File: src/rtl/hp_au_pkg.sv
// Shared definitions for the HP-AU arithmetic unit and its two-requester front end.
package hp_au_pkg;

  localparam logic [2:0] OP_ADD   = 3'd0;
  localparam logic [2:0] OP_SUB   = 3'd1;
  localparam logic [2:0] OP_BCD   = 3'd2;
  localparam logic [2:0] OP_CLA   = 3'd3;
  localparam logic [2:0] OP_AND   = 3'd4;
  localparam logic [2:0] OP_OR    = 3'd5;
  localparam logic [2:0] OP_XOR   = 3'd6;
  localparam logic [2:0] OP_SHIFT = 3'd7;

  typedef enum logic [1:0] {
    ST_IDLE = 2'd0,
    ST_EXEC = 2'd1,
    ST_RESP = 2'd2
  } state_t;

  // Single BCD digit add; the decimal carry out is dropped.
  function automatic logic [3:0] bcd_digit_add(input logic [3:0] a, input logic [3:0] b);
    logic [4:0] s;
    s = {1'b0, a} + {1'b0, b};
    if (s > 5'd9) s = s + 5'd6;
    return s[3:0];
  endfunction

endpackage

File: src/rtl/hp_au_top.sv
// Combinational HP-AU: full-width add/sub/logic ops plus nibble-wide BCD, CLA and shift paths.
module hp_au_top
  import hp_au_pkg::*;
#(
  parameter int WIDTH = 4
) (
  input  logic [WIDTH-1:0] a,
  input  logic [WIDTH-1:0] b,
  input  logic [2:0]       sel,
  output logic [WIDTH-1:0] y
);

  logic [3:0] w_g;
  logic [3:0] w_p;
  logic [3:0] w_c;
  logic [3:0] w_cla;
  logic [3:0] w_sh;

  // Flattened carry-lookahead over the low nibble, carry-in zero.
  assign w_g   = a[3:0] & b[3:0];
  assign w_p   = a[3:0] ^ b[3:0];
  assign w_c[0] = 1'b0;
  assign w_c[1] = w_g[0];
  assign w_c[2] = w_g[1] | (w_p[1] & w_g[0]);
  assign w_c[3] = w_g[2] | (w_p[2] & w_g[1]) | (w_p[2] & w_p[1] & w_g[0]);
  assign w_cla = w_p ^ w_c;
  assign w_sh  = a[3:0] << b[1:0];

  always_comb begin
    y = '0;
    case (sel)
      OP_ADD:   y = a + b;
      OP_SUB:   y = a - b;
      OP_BCD:   y[3:0] = bcd_digit_add(a[3:0], b[3:0]);
      OP_CLA:   y[3:0] = w_cla;
      OP_AND:   y = a & b;
      OP_OR:    y = a | b;
      OP_XOR:   y = a ^ b;
      default:  y[3:0] = w_sh;
    endcase
  end

endmodule

File: src/rtl/rr_arb2.sv
// Two-way round-robin grant; the priority pointer is owned by the caller.
module rr_arb2 (
  input  logic [1:0] req,
  input  logic       prio,
  output logic [1:0] gnt
);

  always_comb begin
    gnt = req;
    if (req == 2'b11) gnt = prio ? 2'b10 : 2'b01;
  end

endmodule

File: src/rtl/hp_au_arbiter.sv
// Two-requester front end for the HP-AU: round-robin accept, one op in flight,
// registered result returned with requester id on a valid/ready channel.
module hp_au_arbiter
  import hp_au_pkg::*;
#(
  parameter int WIDTH = 4
) (
  input  logic               clk,
  input  logic               rst_n,
  input  logic [1:0]         req_valid,
  output logic [1:0]         req_ready,
  input  logic [2*WIDTH-1:0] req_a,
  input  logic [2*WIDTH-1:0] req_b,
  input  logic [5:0]         req_sel,
  output logic               rsp_valid,
  input  logic               rsp_ready,
  output logic [WIDTH-1:0]   rsp_result,
  output logic               rsp_id,
  output logic               busy
);

  state_t           r_state;
  logic             r_prio;
  logic [WIDTH-1:0] r_op_a;
  logic [WIDTH-1:0] r_op_b;
  logic [2:0]       r_op_sel;
  logic             r_op_id;
  logic [WIDTH-1:0] r_rsp_result;
  logic             r_rsp_id;
  logic             r_rsp_valid;
  logic             r_busy;

  logic [1:0]       w_gnt;
  logic             w_gnt_id;
  logic             w_accept;
  logic [WIDTH-1:0] w_a;
  logic [WIDTH-1:0] w_b;
  logic [2:0]       w_sel;
  logic [WIDTH-1:0] w_au_y;

  rr_arb2 u_arb (
    .req  (req_valid),
    .prio (r_prio),
    .gnt  (w_gnt)
  );

  // Gated by rst_n so no grant is offered while reset is held.
  assign req_ready = (rst_n && (r_state == ST_IDLE)) ? w_gnt : 2'b00;
  assign w_accept  = |(req_valid & req_ready);
  assign w_gnt_id  = w_gnt[1];
  assign w_a       = w_gnt_id ? req_a[2*WIDTH-1:WIDTH] : req_a[WIDTH-1:0];
  assign w_b       = w_gnt_id ? req_b[2*WIDTH-1:WIDTH] : req_b[WIDTH-1:0];
  assign w_sel     = w_gnt_id ? req_sel[5:3] : req_sel[2:0];

  hp_au_top #(.WIDTH(WIDTH)) u_au (
    .a   (r_op_a),
    .b   (r_op_b),
    .sel (r_op_sel),
    .y   (w_au_y)
  );

  always_ff @(posedge clk or negedge rst_n) begin
    if (!rst_n) begin
      r_state      <= ST_IDLE;
      r_prio       <= 1'b0;
      r_op_a       <= '0;
      r_op_b       <= '0;
      r_op_sel     <= '0;
      r_op_id      <= 1'b0;
      r_rsp_result <= '0;
      r_rsp_id     <= 1'b0;
      r_rsp_valid  <= 1'b0;
      r_busy       <= 1'b0;
    end else begin
      case (r_state)
        ST_IDLE: begin
          if (w_accept) begin
            r_op_a   <= w_a;
            r_op_b   <= w_b;
            r_op_sel <= w_sel;
            r_op_id  <= w_gnt_id;
            r_prio   <= ~w_gnt_id;
            r_busy   <= 1'b1;
            r_state  <= ST_EXEC;
          end
        end
        ST_EXEC: begin
          r_rsp_result <= w_au_y;
          r_rsp_id     <= r_op_id;
          r_rsp_valid  <= 1'b1;
          r_state      <= ST_RESP;
        end
        ST_RESP: begin
          if (rsp_ready) begin
            r_rsp_valid <= 1'b0;
            r_busy      <= 1'b0;
            r_state     <= ST_IDLE;
          end
        end
        default: begin
          r_rsp_valid <= 1'b0;
          r_busy      <= 1'b0;
          r_state     <= ST_IDLE;
        end
      endcase
    end
  end

  assign rsp_valid  = r_rsp_valid;
  assign rsp_result = r_rsp_result;
  assign rsp_id     = r_rsp_id;
  assign busy       = r_busy;

endmodule

File: config.mk
export PLATFORM = sky130hd
export DESIGN_NAME = hp_au_arbiter
export DESIGN_NICKNAME = d
export VERILOG_FILES = /design/src/rtl/hp_au_pkg.sv /design/src/rtl/hp_au_top.sv /design/src/rtl/rr_arb2.sv /design/src/rtl/hp_au_arbiter.sv
export SDC_FILE = /design/constraint.sdc
export NUM_CORES = 1
export LEC_CHECK = 0
export CAP_MARGIN = 10
export CELL_PAD_IN_SITES_DETAIL_PLACEMENT = 1
export CELL_PAD_IN_SITES_GLOBAL_PLACEMENT = 2
export CORE_UTILIZATION = 32
export DETAILED_ROUTE_END_ITERATION = 10
export PLACE_DENSITY_LB_ADDON = 0.05
export SLEW_MARGIN = 5
export SYNTH_ARGS = -nofsm -noshare
export SYNTH_HDL_FRONTEND = slang
export SYNTH_SLANG_ARGS = --single-unit
export TNS_END_PERCENT = 10
File: constraint.sdc
create_clock -name clk -period 7.4 [get_ports clk]
set_input_delay 1.48 -clock clk [delete_from_list [all_inputs] [get_ports clk]]
set_output_delay 1.48 -clock clk [all_outputs]
set_load 0.005 [all_outputs]
==> flow_summary.html <==
<table>
<tr><th>Metric</th><th>Value</th></tr>
<tr><th colspan="2">Run status</th></tr>
<tr><td>Outcome</td><td>completed</td></tr>
<tr><th colspan="2">Synth</th></tr>
<tr><td>Number of enable-type register cells in the synthesized netlist</td><td>0</td></tr>
<tr><td>Biggest area contributors in the synthesized netlist</td><td>sky130_fd_sc_hd__dfrtp_1 (34%), sky130_fd_sc_hd__ha_1 (11%), sky130_fd_sc_hd__o21ai_0 (6.6%), sky130_fd_sc_hd__nand2_1 (5.6%), sky130_fd_sc_hd__a22oi_1 (5.1%)</td></tr>
<tr><td>Most numerous cell in the Yosys netlist</td><td>sky130_fd_sc_hd__nand2_1</td></tr>
<tr><td>Proportion of register bits with asynchronous set or reset after synthesis</td><td>100.0%</td></tr>
<tr><td>Leading register cell type out of synthesis</td><td>sky130_fd_sc_hd__dfrtp_1</td></tr>
<tr><td>Cell count after synthesis</td><td>around 190</td></tr>
<tr><td>Warnings, synthesis</td><td>0</td></tr>
<tr><td>Avg Synthesized Cell Area</td><td>between 8 and 9 sq um</td></tr>
<tr><td>Synthesized net count</td><td>230</td></tr>
<tr><td>Sequential-to-total area share from yosys stat</td><td>around 34%</td></tr>
<tr><td>Unique masters post-synth</td><td>38</td></tr>
<tr><td>Area leader, netlist</td><td>sky130_fd_sc_hd__dfrtp_1</td></tr>
<tr><td>Area share of the largest cell type after synthesis</td><td>between 30% and 40%</td></tr>
<tr><td>Synth Register Bits</td><td>22</td></tr>
<tr><td>Most frequent cells after synthesis</td><td>sky130_fd_sc_hd__nand2_1 (24), sky130_fd_sc_hd__dfrtp_1 (22), sky130_fd_sc_hd__o21ai_0 (21)</td></tr>
<tr><td>Synthesized area</td><td>approximately 1600 sq um</td></tr>
<tr><th colspan="2">Power</th></tr>
<tr><td>Reported leakage power</td><td>0.9108 nW</td></tr>
<tr><td>Worst ir drop on vdd</td><td>0.1332 mV</td></tr>
<tr><td>Pwr Density</td><td>504.7 nW/um^2</td></tr>
<tr><th colspan="2">Global routing</th></tr>
<tr><td>Remaining global-route overflow</td><td>0</td></tr>
<tr><td>Total GRT Usage</td><td>around 18%</td></tr>
<tr><td>Wire length of the first global-routing pass</td><td>7.320 mm</td></tr>
<tr><td>Largest net degree at the start of global routing</td><td>24</td></tr>
<tr><td>Number of antenna violations at the first check in global routing</td><td>0</td></tr>
<tr><td>Number of global-route vias before repair</td><td>approximately 1500</td></tr>
<tr><th colspan="2">Clock tree</th></tr>
<tr><td>Clk Latency, worst-skew pair</td><td>between 0.2 and 0.3 ns</td></tr>
<tr><td>Root Buffer Master</td><td>sky130_fd_sc_hd__clkbuf_8</td></tr>
<tr><td>Clock tree from TritonCTS</td><td>built</td></tr>
<tr><td>Inserted Clock Buffers</td><td>3</td></tr>
<tr><td>Count of instances resized after the clock tree is built</td><td>0</td></tr>
<tr><td>Hold bufs inserted after CTS</td><td>0</td></tr>
<tr><td>Worst-path clk slew</td><td>~0.09 ns</td></tr>
<tr><td>Clk buf depth</td><td>2</td></tr>
<tr><td>Setup Fix Bufs, Post-CTS</td><td>0</td></tr>
<tr><td>Clock sink count</td><td>22</td></tr>
<tr><td>H-Tree Depth</td><td>1</td></tr>
<tr><th colspan="2">Floorplanning</th></tr>
<tr><td>IO Pins</td><td>36</td></tr>
<tr><td>Floorplan Core Area</td><td>4786 sq um</td></tr>
<tr><td>Number of rows created at floorplan</td><td>25</td></tr>
<tr><td>Die boundary height</td><td>72.80 um</td></tr>
<tr><td>Die outline area</td><td>between 5000 and 6000 sq um</td></tr>
<tr><td>Floorplan die width</td><td>72.80 um</td></tr>
<tr><td>Initial cell density of the core</td><td>between 30% and 40%</td></tr>
<tr><th colspan="2">Cells and area</th></tr>
<tr><td>Layout overhead on the synthesized area</td><td>29.88%</td></tr>
<tr><td>Layout cells sized above 1</td><td>under 10%</td></tr>
<tr><td>Final #Nets</td><td>approximately 260</td></tr>
<tr><td>Total non-filler cell area in the finished layout</td><td>2083 sq um</td></tr>
<tr><td>Antenna Cells</td><td>0</td></tr>
<tr><th colspan="2">Timing</th></tr>
<tr><td>Final period demand of the worst path</td><td>between 5 and 6 ns</td></tr>
<tr><td>Hold Violations, Final</td><td>0</td></tr>
<tr><td>Final period utilization</td><td>roughly 69%</td></tr>
<tr><td>RSZ-0062 raised after global routing</td><td>false</td></tr>
<tr><td>Skew final</td><td>between 0.01 and 0.015 ns</td></tr>
<tr><td>Max frequency</td><td>between 150 and 200 MHz</td></tr>
<tr><td>Max Transition Viols Final</td><td>0</td></tr>
<tr><td>Endpoints failing setup</td><td>0</td></tr>
<tr><td>Worst slew pin tran</td><td>0.5580 ns</td></tr>
<tr><td>Setup Total Neg Slack</td><td>0 ns</td></tr>
<tr><td>Rel. slew slack</td><td>between 60% and 70%</td></tr>
<tr><th colspan="2">Route</th></tr>
<tr><td>Via count</td><td>between 1000 and 1500</td></tr>
<tr><td>Average wire length per cell after detail routing</td><td>around 16 um</td></tr>
<tr><td>Wire length reported by the detailed router</td><td>around 4.5 mm</td></tr>
<tr><td>Initial DRC Count</td><td>65</td></tr>
<tr><td>DRC errors left</td><td>0</td></tr>
<tr><td>Antenna viol nets, final</td><td>0</td></tr>
<tr><td>Vias per cell</td><td>5.140</td></tr>
<tr><td>Length of the first detailed-routing pass in iterations</td><td>4</td></tr>
<tr><th colspan="2">Min path</th></tr>
<tr><td>Hold path start</td><td>busy</td></tr>
<tr><td>End point of the worst hold path</td><td>busy</td></tr>
<tr><td>Type of the most critical hold path</td><td>flop to flop</td></tr>
<tr><td>Hold-critical path depth</td><td>2</td></tr>
<tr><th colspan="2">Worst setup path</th></tr>
<tr><td>Kind of end point of the critical path</td><td>primary output</td></tr>
<tr><td>Endpoint required time on the critical path</td><td>5.92 ns</td></tr>
<tr><td>Critical path launch point type</td><td>primary input</td></tr>
<tr><td>Crit path DAT</td><td>roughly 3.6 ns</td></tr>
<tr><td>CP Max Fanout</td><td>23</td></tr>
<tr><td>Crit Path Class</td><td>primary input to primary output</td></tr>
<tr><td>Reg-to-reg critical path startpoint</td><td>r_op_sel[2]</td></tr>
<tr><td>Internal reg-to-reg setup slack</td><td>approximately 4.6 ns</td></tr>
<tr><td>Worst R2R Path Depth</td><td>10</td></tr>
<tr><td>RR Endpoint</td><td>rsp_result[3]</td></tr>
<tr><th colspan="2">Flow run</th></tr>
<tr><td>Maximum Capacitance Violations</td><td>0</td></tr>
<tr><th colspan="2">Placed design</th></tr>
<tr><td>Post-detailed-placement half-perimeter wirelength</td><td>~3.6 mm</td></tr>
<tr><td>Cell area after placement</td><td>approximately 2000 sq um</td></tr>
<tr><td>Gp weighted congestion</td><td>0.8591</td></tr>
<tr><td>Number of buffers added on ports</td><td>35</td></tr>
</table>
[metrics by stage]
stage | worst slack (ns) | std cells | power (mW) | hold WS [ns] | util (%)
6_report | 2.320 | 286 | 1.051 | 0.4995 | 43.53
5_1_grt | 2.116 | 286 | 1.147 | 0.5286 | 43.53
4_1_cts | 2.263 | 286 | 1.057 | 0.4991 | 43.53
3_5_place_dp | 2.277 | 282 | 0.9383 | 0.4776 | 42.04
3_3_place_gp | 2.361 | 282 | 0.9117 | 0.4622 | 42.04
2_1_floorplan | 3.723 | 187 | 0.7210 | 0.4634 | -
[worst max-delay path by stage]
stage	from	endpoint	slack, ns	cells after the start
floorplan	rst_n	req_ready[0]	3.72	4
global placement	rst_n	req_ready[0]	2.36	5
finish	rst_n	req_ready[0]	2.32	5
detailed placement	rst_n	req_ready[0]	2.28	5
CTS	rst_n	req_ready[0]	2.26	5
global route	rst_n	req_ready[0]	2.12	5
[kinds of logic after synthesis]
group           share of synthesized area, %
xor+xnor                               3.822
flops                                  34.32
mux                                    1.950
fa+ha+maj                              13.42
compound gates                         24.57
simple gates                           15.37
buf+inv                                6.552
[power breakdown]
part           internal [mW]  total (mW)  switching (mW)
combinational          0.313       0.678           0.365
sequential             0.178       0.259          0.0811
clock                 0.0723       0.113          0.0411
total                  0.564        1.05           0.487
[flip-flops by register name (all words and copies together), names as in the netlist]
signal,flops
r_op_id,1
r_state,2
r_op_a,4
rsp_valid,1
r_prio,1
rsp_id,1
r_op_sel,3
r_op_b,4
busy,1
rsp_result,4
[layout make-up]
type | instances | area, sq um
Fill cell | 578 | 2703
Multi-Input combinational cell | 138 | 948.4
Sequential cell | 22 | 550.5
Timing Repair Buffer | 36 | 357.8
Tap cell | 67 | 83.83
Inverter | 19 | 71.32
Clock buffer | 3 | 41.29
Clock inverter | 1 | 30.03
[worst max-delay path, stage by stage]
cell and delay [ns]:
sky130_fd_sc_hd__clkdlybuf4s50_1 0.46, sky130_fd_sc_hd__buf_4 0.29, sky130_fd_sc_hd__nor3b_1 0.26, sky130_fd_sc_hd__and3_1 0.50
sky130_fd_sc_hd__clkdlybuf4s50_1 0.60
[metal layers]
metal	vias up	wire length (um)	GRT usage [%]
met2	49	2222	32.71
met1	694	2003	23.24
met3	11	179	2.348
met5	-	0	0
met4	0	60	5.447
li1	716	-	-
[cell usage in the layout, fill, tap and decap left out, types with 5 or more instances in the layout]
| master | netlist | routed |
|---|---|---|
| sky130_fd_sc_hd__o22ai_1 | 5 | 5 |
| sky130_fd_sc_hd__o21ai_0 | 21 | 21 |
| sky130_fd_sc_hd__inv_1 | 18 | 18 |
| sky130_fd_sc_hd__nor2_1 | 11 | 11 |
| sky130_fd_sc_hd__a22oi_1 | 11 | 11 |
| sky130_fd_sc_hd__ha_1 | 14 | 14 |
| sky130_fd_sc_hd__dfrtp_1 | 22 | 22 |
| sky130_fd_sc_hd__a21oi_1 | 7 | 7 |
| sky130_fd_sc_hd__nand2_1 | 24 | 24 |
| sky130_fd_sc_hd__clkdlybuf4s50_1 | 0 | 35 |
(Power assumes the default switching activity.)
